[src/rtl/dmem_lsu_pkg.sv]
// dmem_lsu_pkg: shared definitions for the load/store unit.
//  - SZ_* request size encodings (byte/half/word/illegal)
//  - lsu_state_e FSM state encoding (IDLE/RD/WR/RESP)
//  - lsu_misaligned(): alignment/size legality check applied at request accept
package dmem_lsu_pkg;

  localparam logic [1:0] SZ_BYTE = 2'b00;
  localparam logic [1:0] SZ_HALF = 2'b01;
  localparam logic [1:0] SZ_WORD = 2'b10;
  localparam logic [1:0] SZ_ILL  = 2'b11;

  typedef enum logic [1:0] {
    IDLE = 2'b00,
    RD   = 2'b01,
    WR   = 2'b10,
    RESP = 2'b11
  } lsu_state_e;

  // True when the request must be answered with resp_err and no memory access.
  function automatic logic lsu_misaligned(input logic [1:0] size, input logic [1:0] lo);
    logic bad;
    case (size)
      SZ_BYTE: bad = 1'b0;
      SZ_HALF: bad = lo[0];
      SZ_WORD: bad = (lo != 2'b00);
      default: bad = 1'b1;
    endcase
    return bad;
  endfunction

endpackage

[src/rtl/lsu_lane_align.sv]
// lsu_lane_align: combinational lane handling for a little-endian 32-bit word.
//  size        in  2   SZ_BYTE/SZ_HALF/SZ_WORD
//  lane        in  2   byte address bits [1:0]
//  is_unsigned in  1   zero-extend (1) or sign-extend (0) load data
//  word        in  32  word read from memory
//  store_data  in  32  right-aligned store data
//  load_data   out 32  selected lane, extended to 32 bits
//  merged      out 32  word with the target lane(s) replaced by store_data
module lsu_lane_align
  import dmem_lsu_pkg::*;
(
  input  logic [1:0]  size,
  input  logic [1:0]  lane,
  input  logic        is_unsigned,
  input  logic [31:0] word,
  input  logic [31:0] store_data,
  output logic [31:0] load_data,
  output logic [31:0] merged
);

  logic [7:0]  byte_sel;
  logic [15:0] half_sel;

  always_comb begin
    byte_sel  = word[{lane, 3'b000} +: 8];
    half_sel  = word[{lane[1], 4'b0000} +: 16];
    load_data = word;
    merged    = word;
    case (size)
      SZ_BYTE: begin
        load_data = {{24{~is_unsigned & byte_sel[7]}}, byte_sel};
        merged[{lane, 3'b000} +: 8] = store_data[7:0];
      end
      SZ_HALF: begin
        load_data = {{16{~is_unsigned & half_sel[15]}}, half_sel};
        merged[{lane[1], 4'b0000} +: 16] = store_data[15:0];
      end
      default: begin
        load_data = word;
        merged    = store_data;
      end
    endcase
  end

endmodule

[src/rtl/dmem_lsu.sv]
// dmem_lsu: load/store initiator between the CPU datapath and the word-wide dmem port.
//  Request side : req_valid/req_ready handshake, req_we, req_size, req_unsigned, req_addr, req_wdata
//  Response side: resp_valid (1-cycle pulse), resp_rdata (extended load data), resp_err
//  dmem side    : CS, DM_W, DM_R, addr (word aligned), wdata (merged word), rdata
//  Sub-word stores are a read-modify-write of the containing word. All dmem and response
//  outputs are registered.
module dmem_lsu
  import dmem_lsu_pkg::*;
#(
  parameter int unsigned RD_LAT = 1
) (
  input  logic        clk,
  input  logic        reset,
  input  logic        req_valid,
  output logic        req_ready,
  input  logic        req_we,
  input  logic [1:0]  req_size,
  input  logic        req_unsigned,
  input  logic [31:0] req_addr,
  input  logic [31:0] req_wdata,
  output logic        resp_valid,
  output logic [31:0] resp_rdata,
  output logic        resp_err,
  output logic        CS,
  output logic        DM_W,
  output logic        DM_R,
  output logic [31:0] addr,
  output logic [31:0] wdata,
  input  logic [31:0] rdata
);

  localparam logic [1:0] LatInit = 2'(RD_LAT);

  lsu_state_e  state_q;
  logic [1:0]  cnt_q;
  logic        we_q;
  logic [1:0]  size_q;
  logic [1:0]  lane_q;
  logic        uns_q;
  logic [31:0] sdata_q;
  logic        cs_q, dm_w_q, dm_r_q, resp_valid_q, resp_err_q;
  logic [31:0] addr_q, wdata_q, resp_rdata_q;

  logic [31:0] load_data;
  logic [31:0] merged;

  lsu_lane_align u_lane_align (
    .size        (size_q),
    .lane        (lane_q),
    .is_unsigned (uns_q),
    .word        (rdata),
    .store_data  (sdata_q),
    .load_data   (load_data),
    .merged      (merged)
  );

  always_ff @(posedge clk or negedge reset) begin
    if (!reset) begin
      state_q      <= IDLE;
      cnt_q        <= 2'd0;
      we_q         <= 1'b0;
      size_q       <= SZ_BYTE;
      lane_q       <= 2'b00;
      uns_q        <= 1'b0;
      sdata_q      <= 32'h0;
      cs_q         <= 1'b0;
      dm_w_q       <= 1'b0;
      dm_r_q       <= 1'b0;
      resp_valid_q <= 1'b0;
      resp_err_q   <= 1'b0;
      addr_q       <= 32'h0;
      wdata_q      <= 32'h0;
      resp_rdata_q <= 32'h0;
    end else begin
      // Strobes are single-cycle unless re-armed below.
      cs_q         <= 1'b0;
      dm_w_q       <= 1'b0;
      dm_r_q       <= 1'b0;
      resp_valid_q <= 1'b0;
      case (state_q)
        IDLE: begin
          if (req_valid) begin
            we_q         <= req_we;
            size_q       <= req_size;
            lane_q       <= req_addr[1:0];
            uns_q        <= req_unsigned;
            sdata_q      <= req_wdata;
            addr_q       <= {req_addr[31:2], 2'b00};
            resp_rdata_q <= 32'h0;
            resp_err_q   <= 1'b0;
            if (lsu_misaligned(req_size, req_addr[1:0])) begin
              state_q      <= RESP;
              resp_valid_q <= 1'b1;
              resp_err_q   <= 1'b1;
            end else if (req_we && (req_size == SZ_WORD)) begin
              state_q <= WR;
              cs_q    <= 1'b1;
              dm_w_q  <= 1'b1;
              wdata_q <= req_wdata;
            end else begin
              state_q <= RD;
              cs_q    <= 1'b1;
              dm_r_q  <= 1'b1;
              cnt_q   <= LatInit;
            end
          end
        end
        RD: begin
          // rdata is valid in the last RD cycle and is consumed on its closing edge.
          if (cnt_q == 2'd0) begin
            if (we_q) begin
              state_q <= WR;
              cs_q    <= 1'b1;
              dm_w_q  <= 1'b1;
              wdata_q <= merged;
            end else begin
              state_q      <= RESP;
              resp_valid_q <= 1'b1;
              resp_rdata_q <= load_data;
            end
          end else begin
            cnt_q <= cnt_q - 2'd1;
          end
        end
        WR: begin
          state_q      <= RESP;
          resp_valid_q <= 1'b1;
        end
        RESP: begin
          state_q <= IDLE;
        end
        default: state_q <= IDLE;
      endcase
    end
  end

  assign req_ready  = (state_q == IDLE);
  assign resp_valid = resp_valid_q;
  assign resp_err   = resp_err_q;
  assign resp_rdata = resp_rdata_q;
  assign CS         = cs_q;
  assign DM_W       = dm_w_q;
  assign DM_R       = dm_r_q;
  assign addr       = addr_q;
  assign wdata      = wdata_q;

endmodule

[config.mk]
export PLATFORM = sky130hd
export DESIGN_NAME = dmem_lsu
export DESIGN_NICKNAME = d
export VERILOG_FILES = /design/src/rtl/dmem_lsu_pkg.sv /design/src/rtl/lsu_lane_align.sv /design/src/rtl/dmem_lsu.sv
export SDC_FILE = /design/constraint.sdc
export NUM_CORES = 1
export LEC_CHECK = 0
export BUFFER_PORTS_ARGS = -buffer_cell sky130_fd_sc_hd__buf_2
export CAP_MARGIN = 40
export CORE_ASPECT_RATIO = 0.8
export CORE_UTILIZATION = 25
export DETAILED_ROUTE_END_ITERATION = 10
export SETUP_SLACK_MARGIN = 0.3
export SKIP_CTS_REPAIR_TIMING = 1
export SLEW_MARGIN = 30
export SYNTH_ARGS = -nofsm -noshare
export SYNTH_HDL_FRONTEND = slang
export SYNTH_SLANG_ARGS = --single-unit
[constraint.sdc]
create_clock -name clk -period 6.34 [get_ports clk]
set_input_delay 0.317 -clock clk [delete_from_list [all_inputs] [get_ports clk]]
set_output_delay 0.317 -clock clk [all_outputs]
set_load 0.05 [all_outputs]
== After elaboration in Yosys (flattened, before gate mapping) ==
Index checks and enable logic that the tools add are counted.
Cells by class
  add/sub/neg operators: 3
  equal/unequal tests: 14
  shift operators: 6
  mux-type cells: 46
  bitwise operators: 3
  reductions and logical operators: 12
Operators by type and width (count)
  $mux W32: 8
  $pmux W32 S2: 4
  $bwmux W32: 2
  $shift A16 B7 Y32 const A: 1
  $shift A8 B7 Y32 const A: 1
  $shiftx A16 B7 Y32: 1
  $shiftx A32 B6 Y16: 1
  $shiftx A32 B6 Y8: 1
  $shiftx A8 B7 Y32: 1
  $mux W1: 18
  $mux W2: 8
  $ne A2 B2 Y1 const B: 7
  $neg A5 Y7: 2
  $logic_not A2 Y1: 4
  $pmux W2 S4: 1
  $eq A2 B1 Y1 const B: 3
  $eq A2 B2 Y1 const B: 3
  $pmux W1 S3: 2
  $reduce_and A6 Y1: 1
  $reduce_and A5 Y1: 1
  $pmux W1 S2: 2
  $pmux W2 S2: 1
  $reduce_and A2 Y1: 2
  $reduce_and A4 Y1: 1
  other kinds (6): 8
Word-level totals
  bits in registers: 141
  bits of input ports: 103
  output and inout bits: 102
  logic and storage cells: 99

== Logic depth before layout (Yosys ltp) ==
  depth in word-level cells: 7
  gate-level depth with buffers: 9
  mapped depth without buffers: 6

== By module ==
Synthesis repeated with hierarchy kept, for this count alone.
Second synthesis, totals
  cell total of the unflattened synthesis: 691
  area total of the unflattened synthesis: 7639.8 µm²
By module, submodules not included
  dmem_lsu: times used 1, cells each 425, area an instance 5790.6 µm²
  lsu_lane_align: times used 1, cells each 266, area an instance 1849.3 µm²

== Worst setup path after synthesis ==
OpenSTA, ideal clock, no wires.
  path type: register -> register
  start point: register state_q[0]
  end point: register wdata_q[24], in the netlist wdata[24]
  setup time: 95 ps
  data arrival time: 2218 ps
  data required time: 6245 ps
  slack: 4026 ps
  cell stages (with the launch flop): 10
  period minus slack after synthesis: 2314 ps
  cell sequence: dfrtp_1 -> inv_1 -> ha_1 -> buf_2 -> and3_1 -> a22oi_1 -> or2_1 -> buf_2 -> buf_4 -> o31ai_1
Between the ends
  longest elaborated chain between the ends: 3
  elaborated cells between the ends (all ways): 10
Ends and longest elaborated chain
  start: declaration: RTL line dmem_lsu.sv:34  | lsu_state_e state_q;
  start signal: assignment: RTL line dmem_lsu.sv:59  | state_q <= IDLE;
  start signal: assignment: RTL line dmem_lsu.sv:92  | state_q <= RESP;
  start signal: assignment: RTL line dmem_lsu.sv:96  | state_q <= WR;
  $logic_not A2 Y1 *
  named net req_ready: RTL line dmem_lsu.sv:15  | output logic req_ready,
  $ne A2 B1 Y1 (no line) (tied with other cells)
  $reduce_and A6 Y1 (no line)
  end signal: assignment: RTL line dmem_lsu.sv:99  | wdata_q <= req_wdata;
  end signal: assignment: RTL line dmem_lsu.sv:115  | wdata_q <= merged;
  end: declaration: RTL line dmem_lsu.sv:42  | logic [31:0] addr_q, wdata_q, resp_rdata_q;
The timed path passes the listed nets; every way through them passes the cells marked *.
A chain may end at the register's enable or synchronous reset.

== Worst setup path after layout ==
  start point: register state_q[1]
  end point: register wdata_q[28], in the netlist wdata[28]
Between the ends
  longest elaborated chain between the ends: 3
  elaborated cells between the ends (all ways): 10
Ends and longest elaborated chain
  $eq A2 B1 Y1 / $logic_not A2 Y1 (equally long branches): RTL line dmem_lsu.sv:80  | case (state_q)
  $ne A2 B2 Y1 (no line) (tied with other cells)
  $reduce_and A6 Y1 (no line)
Parallel ways exist; a longest one is shown, timed or not.

==> insert_results.sql <==
INSERT INTO impl_metrics (metric_group, metric, value, unit) VALUES
('clock_tree', 'cts_made_buffers', '17', ''),
('cells_and_area', 'nets', '951', ''),
('worst_setup_path', 'crit_chain', 'inv_1, ha_2, buf_4, inv_2, o211ai_1, buf_4, or2_1, buf_4, o31ai_1', ''),
('clock_tree', 'htreeDepth', '4', ''),
('worst_setup_path', 'worst_ep_required_time', '6640', 'ps'),
('clock_tree', 'clock_latency_at_the_later_pin_of_the_worst_skew_pair', '440', 'ps'),
('sta', 'max_clock_freq', '323.1', 'MHz'),
('route', 'postRouteAntennaNets', '0', ''),
('synthesis', 'post-synth-top-area-fraction', '48.77', '%'),
('route', 'avgViaCountPerCell', '5.119', ''),
('place', 'routabilityCongestion', '0.8421', ''),
('global_route', 'grt-ovfl-total', '0', ''),
('clock_tree', 'clock_net_sink_count', '141', ''),
('outcome', 'status', 'complete, no violations', ''),
('global_route', 'number_of_global_route_vias_before_repair', '6060', ''),
('sta', 'setup_total_negative_slack', '0', 'ps'),
('synthesis', 'post_synth_design_cell_area', '0.007234', 'mm^2'),
('place', 'placed_cells', '1185', ''),
('route', 'routed-wl-met3', '2084', 'um'),
('route', 'totalWireLength', '25270', 'um'),
('cells_and_area', 'multiInputGateArea', '0.003406', 'mm^2'),
('power_and_ir_drop', 'max-vdd-ir-drop', '373.0', 'uV'),
('worst_setup_path', 'cp.buffers_inverters', '5', ''),
('synthesis', 'ys_top_cells_by_area', 'sky130_fd_sc_hd__dfrtp_1, sky130_fd_sc_hd__mux2_2, sky130_fd_sc_hd__a221o_1', ''),
('worst_setup_path', 'timing_worst_setup_path_type', 'reg -> reg', ''),
('global_route', 'wire_length_of_the_first_global_routing_pass', '38110', 'um'),
('power_and_ir_drop', 'static-leakage-power', '4.182', 'nW'),
('worst_hold_path', 'hold_path_class', 'in -> reg', ''),
('global_route', 'grt.total_usage', '17.12', '%'),
('die', 'boundaryPins', '205', ''),
('die', 'floorplan.rows', '55', ''),
('sta', 'rsz0062_at_grt', 'no', ''),
('synthesis', 'post-synth-top-area-cell', 'sky130_fd_sc_hd__dfrtp_1', ''),
('worst_setup_path', 'critical_path.startpoint_type', 'flop', ''),
('worst_setup_path', 'end_kind', 'flop', ''),
('sta', 'fin_crit_sh', '48.82', '%'),
('route', 'drt-wirelength-per-cell', '20.68', 'um'),
('power_and_ir_drop', 'power', '0.005750', 'W'),
('worst_setup_path', 'worst_path_most_repeated_cell', 'sky130_fd_sc_hd__buf_4', ''),
('flow_run', 'cap_violations', '0', ''),
('power_and_ir_drop', 'pd_cells', '623.0', 'mW/mm^2'),
('cells_and_area', 'seq_area', '0.003528', 'mm^2'),
('route', 'detailroute.via_count', '6256', ''),
('global_route', 'initial_antenna_violation_count', '4', ''),
('die', 'design.die.area', '0.02963', 'mm^2'),
('sta', 'worst-slew-pin-transition', '795.4', 'ps'),
('die', 'initial_core_util', '25.52', '%'),
('worst_setup_path', 'cpPeakStageDelay', '480', 'ps'),
('sta', 'final_worst_path_period_need', '3095', 'ps'),
('die', 'chipHeight', '154.2', 'um'),
('cells_and_area', 'most-common-layout-cells', 'sky130_fd_sc_hd__buf_2, sky130_fd_sc_hd__dfrtp_1, sky130_fd_sc_hd__mux2_2, sky130_fd_sc_hd__nand2_1, sky130_fd_sc_hd__nor2_1', ''),
('synthesis', 'post_synthesis_sequential_element_count', '141', ''),
('place', 'buffer_ports.inserted', '202', ''),
('sta', 'timing.final.hold_violations', '0', ''),
('cells_and_area', 'drive_gt1_share', '40.59', '%'),
('place', 'hpwl', '18410', 'um'),
('clock_tree', 'cts.root.buffer_cell', 'sky130_fd_sc_hd__clkbuf_16', ''),
('worst_setup_path', 'crit_path_max_fanout', '56', ''),
('sta', 'clock_skew', '17.47', 'ps'),
('sta', 'timing.max_slew.rel_slack', '46.97', '%'),
('route', 'wl_met1', '11800', 'um'),
('synthesis', 'ys_seq_area_share', '48.77', '%'),
('worst_setup_path', 'worst_path_dominant_cell_family', 'buffers and inverters', ''),
('clock_tree', 'clock_tree_from_tritoncts', 'built', ''),
('sta', 'worst_hold_slack', '104.5', 'ps'),
('worst_setup_path', 'cpMaxStageDelayCell', 'sky130_fd_sc_hd__buf_4', ''),
('synthesis', 'synth_top_flop_cell', 'sky130_fd_sc_hd__dfrtp_1', ''),
('cells_and_area', 'post_layout_nonfiller_instances', '1222', ''),
('sta', 'final-setup-viol-count', '0', ''),
('synthesis', 'synth.avg_cell_area', '10.99', 'um^2'),
('route', 'top_layer', 'met5', '');
[power by group]
part           switching [W]  internal, W  total (W)
clock               0.000416     0.000638    0.00105
combinational        0.00214     0.000925    0.00306
sequential          0.000332      0.00130    0.00163
[cell type report]
| class | instances | share of cell area [%] |
|---|---|---|
| diodes | 2 | 0.05423 |
| multi-input cells | 450 | 36.90 |
| well taps | 370 | 5.016 |
| clock inverters | 10 | 1.505 |
| inverters | 12 | 0.4881 |
| flip-flops and latches | 141 | 38.23 |
| clock buffers | 21 | 4.989 |
| repair buffers | 216 | 12.81 |
[kinds of logic (layout without fill, tap and decap cells)]
family | Yosys count | after routing | synth area share (%)
AO/OA/AOI/OAI | 212 | 212 | 22.16
AND/OR/NAND/NOR | 144 | 144 | 9.617
flip-flops | 141 | 141 | 48.77
multiplexers | 82 | 82 | 13.30
buffers and inverters | 68 | 259 | 4.376
adder cells (fa/ha/maj) | 10 | 10 | 1.730
other | 1 | 4 | 0.05184
[registers in the layout, indices dropped and copies added (netlist names), 2 cells and up]
signal / count
wdata: 32
lane_q: 2
resp_rdata: 32
addr: 30
state_q: 2
sdata_q: 32
size_q: 2
cnt_q: 2
[worst reg2reg max path, cell delays in order (launching register included)]
cell and delay (ps):
sky130_fd_sc_hd__dfrtp_1 420, sky130_fd_sc_hd__inv_1 100, sky130_fd_sc_hd__ha_2 160, sky130_fd_sc_hd__buf_4 480
sky130_fd_sc_hd__inv_2 320, sky130_fd_sc_hd__o211ai_1 240, sky130_fd_sc_hd__buf_4 330, sky130_fd_sc_hd__or2_1 420
sky130_fd_sc_hd__buf_4 370, sky130_fd_sc_hd__o31ai_1 140
[cells in the mapped netlist, types with 2 or more instances]
cell	count
sky130_fd_sc_hd__a211oi_1	8
sky130_fd_sc_hd__a21o_1	4
sky130_fd_sc_hd__a21oi_1	14
sky130_fd_sc_hd__a221o_1	24
sky130_fd_sc_hd__a221oi_1	24
sky130_fd_sc_hd__a22o_1	2
sky130_fd_sc_hd__a22oi_1	2
sky130_fd_sc_hd__a32o_1	8
sky130_fd_sc_hd__and2_1	2
sky130_fd_sc_hd__buf_1	6
sky130_fd_sc_hd__buf_2	16
sky130_fd_sc_hd__buf_4	5
sky130_fd_sc_hd__buf_6	3
sky130_fd_sc_hd__clkbuf_1	26
sky130_fd_sc_hd__dfrtp_1	141
sky130_fd_sc_hd__ha_1	10
sky130_fd_sc_hd__inv_1	10
sky130_fd_sc_hd__inv_2	2
sky130_fd_sc_hd__mux2_2	72
sky130_fd_sc_hd__mux2i_1	5
sky130_fd_sc_hd__mux4_2	4
sky130_fd_sc_hd__nand2_1	47
sky130_fd_sc_hd__nand2b_1	8
sky130_fd_sc_hd__nand3_1	14
sky130_fd_sc_hd__nor2_1	45
sky130_fd_sc_hd__nor2b_1	3
sky130_fd_sc_hd__nor3_1	6
sky130_fd_sc_hd__nor3_2	2
sky130_fd_sc_hd__nor4b_1	2
sky130_fd_sc_hd__o211ai_1	9
sky130_fd_sc_hd__o21a_1	3
sky130_fd_sc_hd__o21ai_0	43
sky130_fd_sc_hd__o21ai_1	18
sky130_fd_sc_hd__o221ai_1	4
sky130_fd_sc_hd__o22a_1	4
sky130_fd_sc_hd__o22ai_1	7
sky130_fd_sc_hd__o31ai_1	24
sky130_fd_sc_hd__o31ai_2	8
sky130_fd_sc_hd__or2_1	2
[through the flow]
step / worst slack [ps] / instance area (um^2) / util, %
2_1_floorplan: 4026 / 7238 / -
3_3_place_gp: 3337 / 8524 / 30.07
3_5_place_dp: 3278 / 8554 / 30.17
4_1_cts: 3275 / 9154 / 32.29
5_1_grt: 2972 / 9226 / 32.54
6_report: 3245 / 9229 / 32.55
[path summary, 6_finish.rpt]
| check | start | endpoint | slack (ps) | cells past startpoint |
|---|---|---|---|---|
| worst max-delay path | state_q[1] | wdata[28] | 3240 | 9 |
| max in group asynchronous | reset | resp_rdata[16] | 4870 | 5 |
| worst min-delay path | req_addr[5] | addr[5] | 100 | 2 |
| worst min register to register | resp_rdata[10] | resp_rdata[10] | 490 | 2 |
| min in group asynchronous | reset | addr[21] | 280 | 2 |
| worst max register to register | state_q[1] | wdata[28] | 3240 | 9 |
[layer usage]
metal | track usage (%) | up-vias
met2 | 24.68 | 277
met1 | 24.22 | 3091
met4 | 4.987 | 4
met5 | 0 | -
met3 | 5.455 | 33
li1 | - | 2851
Note: power is estimated with default switching activity, not from simulation.
